--- src/rtl/systolic_pkg.sv ---
// systolic_pkg: shared state encoding, sizing helpers and FP constants for systolic_ctrl
package systolic_pkg;
  typedef enum logic [2:0] {IDLE, CLEAR, FEED, DRAIN, DONE} state_t;
  localparam logic [31:0] FP_ZERO = 32'h0000_0000;
  function automatic int cnt_w(input int n, input int k_max);
    return $clog2(k_max + n);
  endfunction
  function automatic int drain_len(input int n);
    return n + 1;
  endfunction
endpackage

--- src/rtl/systolic_ctrl_if.sv ---
// systolic_ctrl_if: host job handshake; master drives start/k_len, slave returns busy/done
interface systolic_ctrl_if #(parameter int KW = 5);
  logic start;
  logic [KW-1:0] k_len;
  logic busy;
  logic done;
  modport master (output start, k_len, input busy, done);
  modport slave (input start, k_len, output busy, done);
endinterface

--- src/rtl/skew_lane_gen.sv ---
// skew_lane_gen: one operand lane; en/addr are a pure function of (t, lane, kc), zero is ~en delayed a cycle
// Ports: clk, rst_n (sync, active-low), act (FEED), t, lane, kc -> en, addr, zero
module skew_lane_gen #(
  parameter int CW = 5,
  parameter int KW = 5,
  parameter int AW = 4
) (
  input  logic          clk,
  input  logic          rst_n,
  input  logic          act,
  input  logic [CW-1:0] t,
  input  logic [CW-1:0] lane,
  input  logic [KW-1:0] kc,
  output logic          en,
  output logic [AW-1:0] addr,
  output logic          zero
);
  localparam int MW = CW > KW ? CW : KW;
  logic [CW-1:0] d;
  always_comb begin
    d = t >= lane ? t - lane : '0;
    en = act && t >= lane && MW'(d) < MW'(kc);
    addr = en ? d[AW-1:0] : '0;
  end
  always_ff @(posedge clk)
    if (!rst_n) zero <= 1'b1;
    else zero <= ~en;
endmodule

--- src/rtl/systolic_ctrl.sv ---
// systolic_ctrl: IDLE->CLEAR->FEED->DRAIN->DONE sequencer feeding a skewed NxN systolic array
// Ports: clk, rst_n (sync, active-low), job (start/k_len in, busy/done out), acc_clr,
//   a_en/a_addr/a_zero and b_en/b_addr/b_zero per lane; SYSTOLIC_CTRL_PERF_EN adds perf_cycles, perf_jobs
module systolic_ctrl
  import systolic_pkg::*;
#(
  parameter int N = 4,
  parameter int K_MAX = 16,
  parameter int AW = $clog2(K_MAX),
  parameter int KW = $clog2(K_MAX + 1)
) (
  input  logic              clk,
  input  logic              rst_n,
  systolic_ctrl_if.slave    job,
  output logic              acc_clr,
  output logic [N-1:0]      a_en,
  output logic [N*AW-1:0]   a_addr,
  output logic [N-1:0]      b_en,
  output logic [N*AW-1:0]   b_addr,
  output logic [N-1:0]      a_zero,
  output logic [N-1:0]      b_zero
`ifdef SYSTOLIC_CTRL_PERF_EN
  ,
  output logic [31:0]       perf_cycles,
  output logic [15:0]       perf_jobs
`endif
);
  localparam int CW = cnt_w(N, K_MAX);
  localparam int DL = drain_len(N);
  state_t state, state_nxt;
  logic [CW-1:0] t;
  logic [KW-1:0] kc;
  logic feed, feed_last, drain_last;
  assign feed = state == FEED;
  // Last feed step is t = Kc+N-2; drain counts 0..N.
  assign feed_last = t == CW'(kc) + CW'(N - 2);
  assign drain_last = t == CW'(DL - 1);
  always_comb begin
    state_nxt = state;
    unique case (state)
      IDLE:    state_nxt = job.start ? CLEAR : IDLE;
      CLEAR:   state_nxt = kc == '0 ? DRAIN : FEED;
      FEED:    state_nxt = feed_last ? DRAIN : FEED;
      DRAIN:   state_nxt = drain_last ? DONE : DRAIN;
      default: state_nxt = IDLE;
    endcase
    job.busy = state != IDLE;
    job.done = state == DONE;
    acc_clr = state == CLEAR;
  end
  always_ff @(posedge clk)
    if (!rst_n) begin
      state <= IDLE;
      t <= '0;
      kc <= '0;
    end else begin
      state <= state_nxt;
      // Only FEED and DRAIN dwell; every state change restarts the step counter.
      t <= state_nxt == state && state != IDLE ? t + CW'(1) : '0;
      if (state == IDLE && job.start) kc <= job.k_len > KW'(K_MAX) ? KW'(K_MAX) : job.k_len;
    end
  for (genvar i = 0; i < N; i++) begin : g_lane
    skew_lane_gen #(.CW(CW), .KW(KW), .AW(AW)) u_a (
      .clk(clk), .rst_n(rst_n), .act(feed), .t(t), .lane(CW'(i)), .kc(kc),
      .en(a_en[i]), .addr(a_addr[i*AW +: AW]), .zero(a_zero[i])
    );
    skew_lane_gen #(.CW(CW), .KW(KW), .AW(AW)) u_b (
      .clk(clk), .rst_n(rst_n), .act(feed), .t(t), .lane(CW'(i)), .kc(kc),
      .en(b_en[i]), .addr(b_addr[i*AW +: AW]), .zero(b_zero[i])
    );
  end
`ifdef SYSTOLIC_CTRL_PERF_EN
  logic [31:0] cyc;
  always_ff @(posedge clk)
    if (!rst_n) begin
      cyc <= '0;
      perf_cycles <= '0;
      perf_jobs <= '0;
    end else begin
      cyc <= state == IDLE ? '0 : cyc + 32'd1;
      if (state == DONE) begin
        perf_cycles <= cyc + 32'd1;
        perf_jobs <= perf_jobs + 16'd1;
      end
    end
`endif
endmodule
--- src/flat_wrapper.sv ---
// flat-port wrapper written by rule: the top's interface ports become plain ports
module systolic_ctrl_flat import systolic_pkg::*;
#(
  parameter int N = 4,
  parameter int K_MAX = 16,
  parameter int AW = $clog2(K_MAX),
  parameter int KW = $clog2(K_MAX + 1)
)
  (clk, rst_n, acc_clr, a_en, a_addr, b_en, b_addr, a_zero, b_zero, job_start, job_k_len, job_busy, job_done);
  systolic_ctrl_if #(.KW(KW)) job_i ();
  input  logic clk;
  input  logic rst_n;
  output logic acc_clr;
  output logic [N-1:0] a_en;
  output logic [N*AW-1:0] a_addr;
  output logic [N-1:0] b_en;
  output logic [N*AW-1:0] b_addr;
  output logic [N-1:0] a_zero;
  output logic [N-1:0] b_zero;
  input wire logic [$bits(job_i.start)-1:0] job_start;
  input wire logic [$bits(job_i.k_len)-1:0] job_k_len;
  output wire logic [$bits(job_i.busy)-1:0] job_busy;
  output wire logic [$bits(job_i.done)-1:0] job_done;
  assign job_i.start = job_start;
  assign job_i.k_len = job_k_len;
  assign job_busy = job_i.busy;
  assign job_done = job_i.done;
  systolic_ctrl #(.N(N), .K_MAX(K_MAX), .AW(AW), .KW(KW)) u_core (.clk(clk), .rst_n(rst_n), .job(job_i), .acc_clr(acc_clr), .a_en(a_en), .a_addr(a_addr), .b_en(b_en), .b_addr(b_addr), .a_zero(a_zero), .b_zero(b_zero));
endmodule
--- config.mk ---
export PLATFORM = sky130hd
export DESIGN_NAME = systolic_ctrl_flat
export DESIGN_NICKNAME = d
export VERILOG_FILES = /design/src/rtl/systolic_pkg.sv /design/src/rtl/systolic_ctrl_if.sv /design/src/rtl/skew_lane_gen.sv /design/src/rtl/systolic_ctrl.sv /design/src/flat_wrapper.sv
export SDC_FILE = /design/constraint.sdc
export NUM_CORES = 1
export LEC_CHECK = 0
export BUFFER_PORTS_ARGS = -buffer_cell sky130_fd_sc_hd__buf_4
export CAP_MARGIN = 0
export CORE_ASPECT_RATIO = 1.4
export CORE_UTILIZATION = 55
export CTS_CLUSTER_SIZE = 10
export DETAILED_ROUTE_END_ITERATION = 10
export PLACE_DENSITY = 0.85
export SLEW_MARGIN = 5
export SYNTH_ARGS = -nofsm -noshare
export SYNTH_HDL_FRONTEND = slang
export SYNTH_SLANG_ARGS = --single-unit
--- constraint.sdc ---
create_clock -name clk -period 8.2 [get_ports clk]
set_input_delay 2.46 -clock clk [delete_from_list [all_inputs] [get_ports clk]]
set_output_delay 2.46 -clock clk [all_outputs]
set_load 0.01 [all_outputs]
==> impl_metrics.yaml, run 1 <==
status:
  outcome: "complete, no violations"
route:
  drt-wirelength-per-cell_microns: 13.2
  drc: 0
  drt-pass1-iter-count: 5
  ant_nets: 0
  via_per_inst: 5.63
  num_vias: 1617
  dr.first_iter.drc_count: 39
  wirelength_mm: 3.78
sta:
  clock.fmax_mhz: 156
  relSlewSlack_pct: 47.8
  postLayoutSetupSlackWorst_ps: 1800
  setup_viol: 0
  tightest_slew_ps: 782
  fin_crit_sh_pct: 78.1
  tns_ps: 0
  grt_setup_unrepaired: "false"
  drv_slew: 0
  period_needed_ps: 6400
  finalClockSkew_ps: 3.84
  hold_viol_final: 0
clock_network:
  cts_resized: 0
  cts-root-buf: "clkbuf_8"
  cts.clk_slew.worst_paths_ps: 70
  clock_latency_ps: 260
  cts_hold_buf: 0
  cts_tree: "done"
  cts_setup_buffers: 0
  clock_sinks: 17
  cts-buffers-inserted: 3
  clk_path_buf_depth: 2
  h-tree-depth: 1
grt:
  grt_overflow: 0
  use_met1_pct: 25.8
  gr-max-usage-layer: "met2"
  gr-usage-met2_pct: 37.7
  grt.met3_usage_pct: 3.44
  first_global_vias: 1376
  grt_usage_pct: 21.7
  antenna_found_initial: 0
  grt_pass1_wl_mm: 6.09
  grt_max_degree: 16
worst_setup_path:
  cpMostUsedCell: "ha_1"
  endpoint_kind: "primary output"
  critical_path.max_stage_delay_ps: 630
  startpoint_type: "register"
  worst-endpoint-arrival_ps: 3940
  slowest_stage: "nor4b_1"
  critPathMaxFanout: 13
  critical_path_class: "register to primary output"
  crit_required_ps: 5740
  crit_chain: "inv_1 > ha_1 > a21bo_2 > nor4b_1 > nor2_1 > ha_1 > a211o_1 > a31o_2 > a2111o_1 > nor3_1 > buf_4"
floorplan:
  start_util_pct: 58.8
  core_sq_um: 3150
  num_rows: 24
  die_w_microns: 51.1
  dieArea_sq_um: 3610
  ioPinCount: 59
  die_y_microns: 70.7
place:
  dp_hpwl_mm: 2.97
  dpl_cell_area_sq_um: 2040
  io_buffers: 58
  gp_congestion: 0.867
  preCtsSetupSlack_ps: 2090
cells_and_area:
  final_cell_area_sq_um: 2090
  layout.nets: 284
  drive_gt1_share_pct: 27.4
  fillers: 280
  area_delta_synth_final_pct: 12.8
  antenna_cells: 0
yosys:
  ys.warnings.count: 0
  synth-edff-count: 0
  ys_seq_elements: 17
  yosysMostFrequentCell: "buf_4"
  ys_seq_area_share_pct: 18.4
  ys_top_cells_by_count: "buf_4 (34), ha_1 (27), nor2_1 (20)"
  netlist.area_leader.share_pct: 18.4
  syn_area_sq_um: 1850
  yosys.area.top_type: "dfxtp_1"
  synth_area_leaders: "dfxtp_1 (18%), ha_1 (18%), buf_4 (14%), nor2_1 (4.1%), inv_1 (3.0%)"
  avgSynthCellArea_sq_um: 8.16
  synth_flop_cell: "dfxtp_1"
  syn-num-nets: 262
  netlist_instances: 227
  ys_async_sr_fraction_pct: 0
  ys_types: 45
hold_path:
  min_path_type: "register to register"
pwr:
  share_comb_of_total_power_pct: 27.2
  p_int_uw: 147
  p_sw_share_pct: 30.9
  switchingPower_uw: 66.0
  total_power_uw: 213
  powerDensity_nw_per_um2: 102
  peakVddDrop_uv: 80.1
  power_frac_clock_pct: 29.9
  pwr-share-seq_pct: 42.9
  leakagePower_uw: 0.000993
job:
  maxCapViolCount: 0
## cell type report
class | instances | area, sq um | share of cell area (%)
sequential | 17 | 340 | 16.3
inverter | 15 | 56.3 | 2.69
timing repair buffer | 58 | 435 | 20.8
clock buffer | 4 | 45.0 | 2.16
multi-input combinational | 154 | 1160 | 55.7
tap | 39 | 48.8 | 2.34
## metal layers
metal  up-vias  routed length, microns
met5         -                       0
met2        64                    1880
met4         0                      68
met1       741                    1560
li1        803                       -
met3         9                     267
## cell usage in the layout, fill, tap and decap left out, types with 3 or more instances in the layout
cell type / instances
buf_4: 58
ha_1: 27
nor2_1: 20
dfxtp_1: 17
inv_1: 15
nand2_1: 14
a21oi_1: 11
nor3_1: 7
xnor2_1: 6
a21boi_0: 6
nand3b_1: 5
o21ai_0: 4
nor4_1: 4
a21o_1: 4
or4_1: 4
xor2_1: 4
nand2b_1: 3
nand3_1: 3
and2_1: 3
clkbuf_8: 3
## cell families (layout without fill, tap and decap cells)
group / after synthesis / after routing / synth area share (%)
compound gates: 42 / 42 / 16.6
simple gates: 73 / 73 / 21.4
xor+xnor: 11 / 11 / 6.01
flops: 17 / 17 / 18.4
buf+inv: 56 / 77 / 18.8
mux: 1 / 1 / 0.540
fa+ha+maj: 27 / 27 / 18.2
## flip-flops by register name (all words and copies together) (netlist names)
name	count
u_core.t	5
u_core.g_lane.u_b.zero	1
u_core.kc	5
u_core.g_lane.u_a.zero	3
u_core.state	3
## metrics by stage
stage               hold WS, ps  std cells  utilization [%]
floorplan                   468        227                -
global placement            478        283             64.8
detailed placement          490        283             64.8
CTS                         500        287             66.3
global route                534        287             66.3
finish                      502        287             66.3
## worst paths after layout
check                           cells after the start                                   end  slack (ps)                       from
worst min-delay path                                2             u_core.kc[4]$_SDFFE_PN0P_         500  u_core.kc[4]$_SDFFE_PN0P_
worst max-delay path                               11                             a_addr[6]        1800     u_core.t[2]$_SDFF_PN0_
worst max register to register                     11  u_core.g_lane[1].u_a.zero$_SDFF_PN1_        4630     u_core.t[2]$_SDFF_PN0_
worst min register to register                      2             u_core.kc[4]$_SDFFE_PN0P_         500  u_core.kc[4]$_SDFFE_PN0P_
## power by group through the flow
stage	Clock, uW	Combinational, uW	Sequential, uW
after floorplan	0	48.7	89.7
after global placement	0	56.7	93.0
after detailed placement	0	58.0	93.3
after CTS	63.8	58.2	91.4
after global routing	68.4	64.9	92.4
final	63.8	58.0	91.5
## critical path, delay by kind of cell (launching register included)
kind            cells  cell delay (ps)
compound gates      4             1110
fa+ha+maj           2              570
buf+inv             2              400
flops               1              620
simple gates        3              980
No activity file was read; power rests on OpenSTA's default activity.
==> run 2, diff against run 1 <==
--- a/config.mk
+++ b/config.mk
@@ -5,13 +5,14 @@
 export SDC_FILE = /design/constraint.sdc
 export NUM_CORES = 1
 export LEC_CHECK = 0
+export ABC_AREA = 1
 export BUFFER_PORTS_ARGS = -buffer_cell sky130_fd_sc_hd__buf_4
 export CAP_MARGIN = 0
 export CORE_ASPECT_RATIO = 1.4
-export CORE_UTILIZATION = 55
+export CORE_UTILIZATION = 52
 export CTS_CLUSTER_SIZE = 10
 export DETAILED_ROUTE_END_ITERATION = 10
-export PLACE_DENSITY = 0.85
+export PLACE_DENSITY = 0.81
 export SLEW_MARGIN = 5
 export SYNTH_ARGS = -nofsm -noshare
 export SYNTH_HDL_FRONTEND = slang
==> constraint.sdc (replaced) <==
create_clock -name clk -period 6.15 [get_ports clk]
set_input_delay 1.845 -clock clk [delete_from_list [all_inputs] [get_ports clk]]
set_output_delay 1.845 -clock clk [all_outputs]
set_load 0.01 [all_outputs]
==> impl_metrics.yaml, run 2 <==
cells_and_area:
  final_core_util_pct: 63.8
  fillers: 320
  area_delta_synth_final_pct: 14.0
  top_regs: "u_core.kc x5, u_core.t x5"
  layout_common_cells: "buf_4 (58), nor2_1 (44), nand2_1 (40)"
  multi_input_area_sq_um: 1200
  layout_commonest_cell: "buf_4"
  register_area_sq_um: 340
  layout.nets: 342
  antenna_cells: 0
  drive_gt1_share_pct: 29.4
job:
  maxCapViolCount: 0
sta:
  period_needed_ps: 4690
  drv_slew: 0
  tightest_slew_ps: 455
  tns_ps: 0
  finalClockSkew_ps: 4.05
  clock.fmax_mhz: 213
  hold_viol_final: 0
  setup_viol: 0
  postLayoutSetupSlackWorst_ps: 1460
  grt_setup_unrepaired: "false"
  relSlewSlack_pct: 69.7
  fin_crit_sh_pct: 76.2
yosys:
  netlist.area_leader.share_pct: 17.5
  avgSynthCellArea_sq_um: 6.97
  ys_types: 33
  ys_async_sr_fraction_pct: 0
  synth-edff-count: 0
  yosysMostFrequentCell: "nor2_1"
  syn-num-nets: 314
  ys.warnings.count: 0
  ys_seq_area_share_pct: 17.5
  synth_area_leaders: "dfxtp_1 (18%), ha_1 (17%), buf_4 (12%), nor2_1 (8.5%), nand2_1 (7.7%)"
  synth_flop_cell: "dfxtp_1"
  syn_area_sq_um: 1940
  ys_seq_elements: 17
  netlist_instances: 279
  yosys.area.top_type: "dfxtp_1"
  ys_top_cells_by_count: "nor2_1 (44), nand2_1 (40), buf_4 (32), inv_1 (32), ha_1 (27)"
hold_path:
  hp-start: "u_core.state[0]$_SDFF_PN0_"
  hold_path_depth: 2
  min_path_type: "register to register"
clock_network:
  cts-root-buf: "clkbuf_8"
  cts.clk_slew.worst_paths_ps: 70
  clock_sinks: 17
  cts_setup_buffers: 0
  cts_hold_buf: 0
  cts-buffers-inserted: 3
  clock_latency_ps: 260
  clk_path_buf_depth: 2
  cts_tree: "done"
  cts_resized: 0
  h-tree-depth: 1
route:
  drt-met1-wl_mm: 1.79
  drc: 0
  drt-wirelength-per-cell_microns: 12.5
  wirelength_mm: 4.33
  met2_wirelength_mm: 2.29
  via_per_inst: 5.21
  num_vias: 1802
  dr_wl_met3_microns: 193
  highest_layer: "met4"
  dr.first_iter.drc_count: 50
  ant_nets: 0
  drt-pass1-iter-count: 4
worst_setup_path:
  worst-endpoint-arrival_ps: 2840
  startpoint: "u_core.t[0]$_SDFF_PN0_"
  r2r-end: "u_core.g_lane[2].u_a.zero$_SDFF_PN1_"
  endpoint: "a_addr[9]"
  crit_required_ps: 4300
  startpoint_type: "register"
  endpoint_kind: "primary output"
  r2r-start: "u_core.t[0]$_SDFF_PN0_"
  rr_worst_depth: 12
  critical_path_class: "register to primary output"
  critPathMaxFanout: 10
  rrSetupSlack_ps: 3590
place:
  io_buffers: 58
  preCtsSetupSlack_ps: 1770
  gp_congestion: 0.848
  dp_hpwl_mm: 3.44
status:
  outcome: "complete, no violations"
floorplan:
  die_w_microns: 53.7
  core_sq_um: 3470
  start_util_pct: 56.0
  die_y_microns: 74.4
  ioPinCount: 59
  num_rows: 25
  dieArea_sq_um: 3990
grt:
  antenna_found_initial: 0
  grt_pass1_wl_mm: 7.00
  first_global_vias: 1593
  grt_overflow: 0
  grt_max_degree: 12
  grt_usage_pct: 23.3
pwr:
  total_power_uw: 352
  leakagePower_uw: 0.00117
  powerDensity_nw_per_um2: 159
  peakVddDrop_uv: 140
==> run 2: changes by cell type after synthesis, moves of 5 or more <==
| cell | before | now |
|---|---|---|
| nand3b_1 | 5 | 0 |
| nand2_2 | 0 | 5 |
| inv_2 | 0 | 6 |
| a21boi_0 | 6 | 0 |
| nor3_2 | 0 | 5 |
| nor2_1 | 20 | 44 |
| xnor2_1 | 6 | 0 |
| inv_1 | 15 | 32 |
| nand2_1 | 14 | 40 |
| a21oi_1 | 11 | 20 |
==> run 2: cells by family after synthesis <==
family / synth area share, %
buf+inv: 20.7
simple gates: 31.2
flops: 17.5
xor+xnor: 1.35
fa+ha+maj: 17.4
compound gates: 11.8
==> run 2: how the worst min path moves through the flow <==
stage                                            end
after floorplan           u_core.state[2]$_SDFF_PN0_
after global placement    u_core.state[2]$_SDFF_PN0_
after detailed placement  u_core.state[2]$_SDFF_PN0_
after CTS                 u_core.state[2]$_SDFF_PN0_
after global routing      u_core.state[2]$_SDFF_PN0_
final                     u_core.state[2]$_SDFF_PN0_
==> run 2: worst max-delay path, stage by stage, from the launching register on <==
cell,delay [ps]
dfxtp_1,580
inv_1,260
ha_1,290
a21oi_4,200
inv_1,80
o21ai_0,100
inv_1,80
ha_1,310
nand4_1,110
o21bai_2,130
nand3_2,140
nor2_1,150
buf_4,140
==> run 2: where the power goes <==
part	internal, uW	switching [uW]
logic	56.8	82.1
clock network	45.0	40.1
registers	118	9.90
total	220	132
==> run 2: layout make-up <==
class                   instances  area share (%)
multi-input cells             189            54.2
well taps                      40            2.26
flip-flops and latches         17            15.4
repair buffers                 58            19.6
inverters                      38            6.44
clock buffers                   3            1.86
clock inverters                 1           0.226
==> run 2: routing by layer <==
layer | track usage [%] | up-vias
li1 | - | 920
met1 | 29.3 | 820
met2 | 39.8 | 55
met3 | 2.25 | 7
met4 | 9.06 | 0
met5 | 0 | -
==> run 2: per-stage QoR <==
stage	cells	hold WS [ps]	area [sq um]
after global placement	342	529	2170
after floorplan	279	496	1940
after CTS	346	543	2220
after detailed placement	342	531	2170
after global routing	346	590	2220
final	346	552	2220
